### src/rtl/logic_unit_pkg.sv
// Shared opcode encodings, FSM state constants and the requester-selection
// helper for the logic unit arbiter.
package logic_unit_pkg;

    localparam int NUM_REQ = 4;

    typedef logic [1:0] op_t;

    localparam op_t OP_NOT = 2'b00;
    localparam op_t OP_AND = 2'b01;
    localparam op_t OP_OR  = 2'b10;
    localparam op_t OP_XOR = 2'b11;

    typedef logic [1:0] state_t;

    localparam state_t ST_IDLE = 2'd0;
    localparam state_t ST_EXEC = 2'd1;
    localparam state_t ST_DONE = 2'd2;

    // First asserted request at or after ptr, wrapping 3->0. Result is only
    // meaningful when req is non-zero.
    function automatic logic [1:0] pick_winner(input logic [NUM_REQ-1:0] req,
                                               input logic [1:0]         ptr);
        logic [1:0] idx;
        logic       found;
        pick_winner = ptr;
        found       = 1'b0;
        for (int k = 0; k < NUM_REQ; k++) begin
            idx = ptr + 2'(k);
            if (!found && req[idx]) begin
                pick_winner = idx;
                found       = 1'b1;
            end
        end
    endfunction

endpackage

### src/rtl/logic_op_unit.sv
// Combinational bitwise gate evaluator: NOT / AND / OR / XOR over WIDTH bits.
module logic_op_unit
    import logic_unit_pkg::*;
#(
    parameter int WIDTH = 8
) (
    input  op_t              op,
    input  logic [WIDTH-1:0] a,
    input  logic [WIDTH-1:0] b,
    output logic [WIDTH-1:0] y
);

    always_comb begin
        y = '0;
        case (op)
            OP_NOT:  y = ~a;
            OP_AND:  y = a & b;
            OP_OR:   y = a | b;
            OP_XOR:  y = a ^ b;
            default: y = '0;
        endcase
    end

endmodule

### src/rtl/logic_unit_arbiter.sv
// Four-requester arbiter feeding a single shared logic_op_unit through an
// IDLE -> EXEC -> DONE sequence. Define FIXED_PRIO_EN for lowest-index-wins.
module logic_unit_arbiter
    import logic_unit_pkg::*;
#(
    parameter int WIDTH = 8
) (
    input  logic                   clk,
    input  logic                   rst,
    input  logic [NUM_REQ-1:0]     req,
    input  logic [2*NUM_REQ-1:0]   op,
    input  logic [NUM_REQ*WIDTH-1:0] a,
    input  logic [NUM_REQ*WIDTH-1:0] b,
    output logic [NUM_REQ-1:0]     gnt,
    output logic                   busy,
    output logic                   res_valid,
    output logic [WIDTH-1:0]       res_data,
    output logic [1:0]             res_id
);

    state_t             state_q, state_d;
    logic [1:0]         ptr_q, ptr_d;
    logic [1:0]         win_q, win_d;
    op_t                op_q, op_d;
    logic [WIDTH-1:0]   a_q, a_d;
    logic [WIDTH-1:0]   b_q, b_d;
    logic [NUM_REQ-1:0] gnt_q, gnt_d;
    logic               res_valid_q, res_valid_d;
    logic [WIDTH-1:0]   res_data_q, res_data_d;
    logic [1:0]         res_id_q, res_id_d;

    logic [1:0]         winner;
    logic [WIDTH-1:0]   op_y;

`ifdef FIXED_PRIO_EN
    assign winner = pick_winner(req, 2'd0);
`else
    assign winner = pick_winner(req, ptr_q);
`endif

    // Operands come from the latched copy, so input changes after the grant
    // cycle cannot disturb the result in flight.
    logic_op_unit #(.WIDTH(WIDTH)) u_op (
        .op (op_q),
        .a  (a_q),
        .b  (b_q),
        .y  (op_y)
    );

    always_comb begin
        state_d     = state_q;
        ptr_d       = ptr_q;
        win_d       = win_q;
        op_d        = op_q;
        a_d         = a_q;
        b_d         = b_q;
        gnt_d       = '0;
        res_valid_d = 1'b0;
        res_data_d  = res_data_q;
        res_id_d    = res_id_q;

        case (state_q)
            ST_IDLE: begin
                if (|req) begin
                    win_d   = winner;
                    gnt_d   = NUM_REQ'(1) << winner;
                    state_d = ST_EXEC;
                    for (int i = 0; i < NUM_REQ; i++) begin
                        if (winner == 2'(i)) begin
                            op_d = op[2*i +: 2];
                            a_d  = a[WIDTH*i +: WIDTH];
                            b_d  = b[WIDTH*i +: WIDTH];
                        end
                    end
                end
            end
            ST_EXEC: begin
                res_data_d = op_y;
                res_id_d   = win_q;
                state_d    = ST_DONE;
            end
            ST_DONE: begin
                // Strobe is registered here so it appears the cycle after
                // DONE, when the FSM is already back in IDLE.
                res_valid_d = 1'b1;
`ifdef FIXED_PRIO_EN
                ptr_d = 2'd0;
`else
                ptr_d = win_q + 2'd1;
`endif
                state_d = ST_IDLE;
            end
            default: state_d = ST_IDLE;
        endcase
    end

    always_ff @(posedge clk) begin
        if (rst) begin
            state_q     <= ST_IDLE;
            ptr_q       <= 2'd0;
            win_q       <= 2'd0;
            op_q        <= OP_NOT;
            a_q         <= '0;
            b_q         <= '0;
            gnt_q       <= '0;
            res_valid_q <= 1'b0;
            res_data_q  <= '0;
            res_id_q    <= 2'd0;
        end else begin
            state_q     <= state_d;
            ptr_q       <= ptr_d;
            win_q       <= win_d;
            op_q        <= op_d;
            a_q         <= a_d;
            b_q         <= b_d;
            gnt_q       <= gnt_d;
            res_valid_q <= res_valid_d;
            res_data_q  <= res_data_d;
            res_id_q    <= res_id_d;
        end
    end

    assign gnt       = gnt_q;
    assign busy      = (state_q != ST_IDLE);
    assign res_valid = res_valid_q;
    assign res_data  = res_data_q;
    assign res_id    = res_id_q;

    a_gnt_onehot: assert property (@(posedge clk) disable iff (rst) $onehot0(gnt_q));
    a_gnt_rv_excl: assert property (@(posedge clk) disable iff (rst) !(|gnt_q && res_valid_q));

endmodule

### config.mk
export PLATFORM = sky130hd
export DESIGN_NAME = logic_unit_arbiter
export DESIGN_NICKNAME = d
export VERILOG_FILES = /design/src/rtl/logic_unit_pkg.sv /design/src/rtl/logic_op_unit.sv /design/src/rtl/logic_unit_arbiter.sv
export SDC_FILE = /design/constraint.sdc
export NUM_CORES = 1
export LEC_CHECK = 0
export ABC_AREA = 1
export CORE_MARGIN = 2
export CORE_UTILIZATION = 42
export DETAILED_ROUTE_END_ITERATION = 12
export PLACE_DENSITY_LB_ADDON = 0.2
export SLEW_MARGIN = 40
export SYNTH_ARGS = -nofsm -noshare
export SYNTH_HDL_FRONTEND = slang
export SYNTH_HIERARCHICAL = 1
export SYNTH_SLANG_ARGS = --single-unit
### constraint.sdc
create_clock -name clk -period 1.9 [get_ports clk]
set_input_delay 0.38 -clock clk [delete_from_list [all_inputs] [get_ports clk]]
set_output_delay 0.38 -clock clk [all_outputs]
set_load 0.02 [all_outputs]
==> metrics.md <==
| Metric | Value |
|---|---|
| Setup crit start kind | `register` |
| P_int | `2.122 mW` |
| Leading post-synthesis cells by cell area | `dfxtp_1 (27%), nand2_1 (20%), nand3_1 (8.8%)` |
| Cell total after placement | `roughly 650` |
| Min Clock Period, post-route | `2017 ps` |
| Biggest area consumer among synthesized cells | `dfxtp_1` |
| CP Buf/Inv Count | `4` |
| Commonest cells post-synth | `nand2_1 (152), inv_1 (68), nand3_1 (51)` |
| DR vias/cell | `4.996` |
| Worst endpoint required time | `2080 ps` |
| Final period util | `106.1%` |
| Static leakage power | `2.265 nW` |
| Failing checks | `setup timing` |
| Starting Density | `a little over two fifths` |
| Ys Warns | `6` |
| Layout cell share with drive strength beyond 1 | `roughly a fifth` |
| Final ANT Viol Nets | `0` |
| CP max stage delay | `between 300 and 400 ps` |
| Total power | `roughly 3.5 mW` |
| Core area | `a little under 7000 sq um` |
| Met1 Usage GRT | `between 20% and 30%` |
| Mapped Cells | `around 470` |
| Worst-Skew Late Latency | `about 300 ps` |
| Drt drc | `0` |
| Slowest CP cell | `dfxtp_4` |
| Synthesized net count | `approximately 570` |
| Drt pass-1 iters | `5` |
| Reg power frac | `30.1%` |
| Status | `complete, but fails checks` |
| HPWL after detailed placement | `6311 um` |
| Final Util | `between 60% and 70%` |
| WL/cell | `between 10 and 15 um` |
| Final WL | `around 8900 um` |
| Antenna violations before repair | `0` |
| Slew @ Worst Pin | `about 540 ps` |
| Pwr dens | `766.9 nW/um^2` |
| Sw power | `1.413 mW` |
| Clk buf depth | `2` |
| Final worst slack | `-116.6 ps` |
| Worst Hold Class | `register to register` |
| CP delay by family, top | `simple AND/OR/NAND/NOR gates` |
| Largest net degree at the start of global routing | `21` |
| Grt peak-use layer | `met2` |
| Synthesized area per cell | `around 6.2 sq um` |
| RSZ-0062 raised after global routing | `true` |
| Setup_tns | `-1624 ps` |
| Vias | `between 3000 and 4000` |
| Crit-path max FO | `12` |
| Final non-filler cell total | `a little under 700` |
| Die ar. | `7620 sq um` |
| GRT Util Overall | `between 20% and 30%` |
| Starting DRT DRC Count | `about 150` |
| Layout area overhead | `58.18%` |
| Area share of the largest cell type after synthesis | `between 20% and 30%` |
| Sequential share of the synthesized area | `26.79%` |
| Hold Vio Cnt, Final | `0` |
| Grt met2 use | `about two fifths` |
| Combinational share of power | `between 50% and 60%` |
| Max Fclk | `between 400 and 500 MHz` |
| CP Depth | `17` |
| Grt total ovfl | `0` |
| # clock sinks | `39` |
| Clock Power Share | `17.2%` |
| Area of the mapped netlist | `about 3000 sq um` |
| Post-synth cell types | `29` |
| Worst Setup End Kind | `register` |
| Clk_skew | `a little over 10 ps` |
| Top FF cell, synth | `dfxtp_1` |
| Most used cell, CP | `nand2_2` |
| Die Ht | `just under 90 um` |
| Most common cell in the netlist | `nand2_1` |
| # IOs | `94` |
| Slew Viols, Final | `0` |
| GR Layer Usage met3 | `~4.2%` |
| Worst Hold Depth | `2` |
| Reg2Reg Depth | `17` |
| #FFs+latches synth | `39` |
| H-tree levels | `2` |
| Max-Cap Viols | `0` |
| Sw Share | `39.97%` |
| WHS | `about 470 ps` |
| NumNets Final | `roughly 690` |
| CTS tree | `yes` |
| CP Class | `register to register` |
| Number of global-route vias before repair | `between 3000 and 4000` |
| Worst slew margin | `between 60% and 70%` |
| CTS Root Cell | `clkbuf_8` |
| Num CTS Buffers | `5` |
| GPL Wtd Cong | `just over 0.8` |
| Count of flip-flops with a built-in enable after synthesis | `0` |
| Critical Path AT | `approximately 2200 ps` |
| Row count | `30` |
| Worst VDD drop | `roughly 0.33 mV` |
| N_diodes | `0` |
| First-pass GRT wire length | `14350 um` |
| Fill cells | `600` |
| Final setup fails | `18` |
| Die Wd | `slightly below 90 um` |
| Crit-path cells | `buf_6 > nand2_2 > nand2_1 > nand2_1 > nand2_2 > nor2_4 > nand2_2 > nand2_2 > nand2_2 > nand2_4 > buf_12 > buf_4 > nand2_8 > o21ai_1 > inv_1 > nand2_1 > nand2_1` |
| Port-buffer cells | `93` |
| Clock transition at path regs | `roughly 70 ps` |
| Ys async rst share | `0%` |
==> layout by cell type (no fill, tap or decap) <==
cell             count
nand3_4              7
o21ai_1             10
dfxtp_4              2
nand3_1             44
inv_4                3
clkbuf_1             1
nor2_1              42
nor3_1               2
nand2_4              8
nor2_4               4
nor2_2               1
o21ai_0             21
inv_6                2
buf_8                1
inv_2                1
dlygate4sd2_1        4
nand3_2              6
clkdlybuf4s50_1     89
buf_6                7
nand2_8              4
dfxtp_1             37
nand2_1            121
ha_1                16
nor4_1               1
buf_12               4
buf_16               2
inv_1               68
nand4_1             19
a21oi_1              2
clkbuf_8             7
xnor2_1              1
o21ai_2              4
nor2_8               1
buf_4               26
nand2_2             28
==> logic make-up after synthesis <==
group                    after synthesis  share of synthesized area (%)
adder cells (fa/ha/maj)               16                          6.870
flip-flops                            39                          26.79
XOR/XNOR                               1                         0.3006
AO/OA/AOI/OAI                         37                          6.355
buffers and inverters                 94                          14.90
AND/OR/NAND/NOR                      285                          44.78
==> power by group through the flow <==
| stage | sequential [mW] | combinational, mW | clock [mW] |
|---|---|---|---|
| after floorplan | 1.08 | 0.949 | 0 |
| after global placement | 1.08 | 1.42 | 0 |
| after detailed placement | 1.08 | 1.45 | 0 |
| after CTS | 1.06 | 1.74 | 0.627 |
| after global routing | 1.08 | 2.05 | 0.643 |
| final | 1.06 | 1.86 | 0.608 |
==> routing by layer <==
| layer | routed length [um] | up-vias |
|---|---|---|
| met5 | 0 | - |
| met4 | 338 | 0 |
| met3 | 389 | 29 |
| met2 | 4262 | 115 |
| met1 | 3936 | 1491 |
| li1 | - | 1742 |
==> through the flow <==
step	area, sq um	worst slack (ps)
after floorplan	2914	56.32
after global placement	4009	-524.8
after detailed placement	4009	-559.7
after CTS	4436	-85.63
after global routing	4609	-231.8
final	4609	-116.6
==> path summary, 6_finish.rpt <==
check	slack (ps)	end	start
hold / removal	470	b_q[2]	b_q[2]
setup reg to reg	-120	b_q[2]	ptr_q[0]
hold reg to reg	470	b_q[2]	b_q[2]
setup / recovery	-120	b_q[2]	ptr_q[0]
==> state kept, by name, indices dropped and copies added (netlist names) <==
signal	count
ptr_q	2
op_q	2
res_data	8
gnt	4
state_q	2
res_id	2
res_valid	1
a_q	8
win_q	2
b_q	8
==> area by class of cell <==
type	instances	area [sq um]	area share (%)
flip-flops and latches	39	788.3	17.10
well taps	80	100.1	2.172
inverters	74	295.3	6.406
clock buffers	8	100.1	2.172
multi-input cells	342	1976	42.86
repair buffers	133	1350	29.29
==> timing repair <==
| action | in CTS | in global routing |
|---|---|---|
| cloned | 4 | 1 |
| buffers inserted | 10 | 1 |
| hold buffers | 0 | 0 |
| setup endpoints to repair | 20 | 22 |
| resized for setup | 48 | 44 |
| pin swaps | 23 | 29 |
==> worst register-to-register path, cell delays in order (launching register included) <==
cell and delay [ps]:
dfxtp_4 370, buf_6 140, nand2_2 60, nand2_1 70
nand2_1 80, nand2_2 70, nor2_4 150, nand2_2 80
nand2_2 70, nand2_2 70, nand2_4 80, buf_12 130
buf_4 140, nand2_8 90, o21ai_1 130, inv_1 50
nand2_1 90, nand2_1 50
Power figures use the tool's default switching activity.
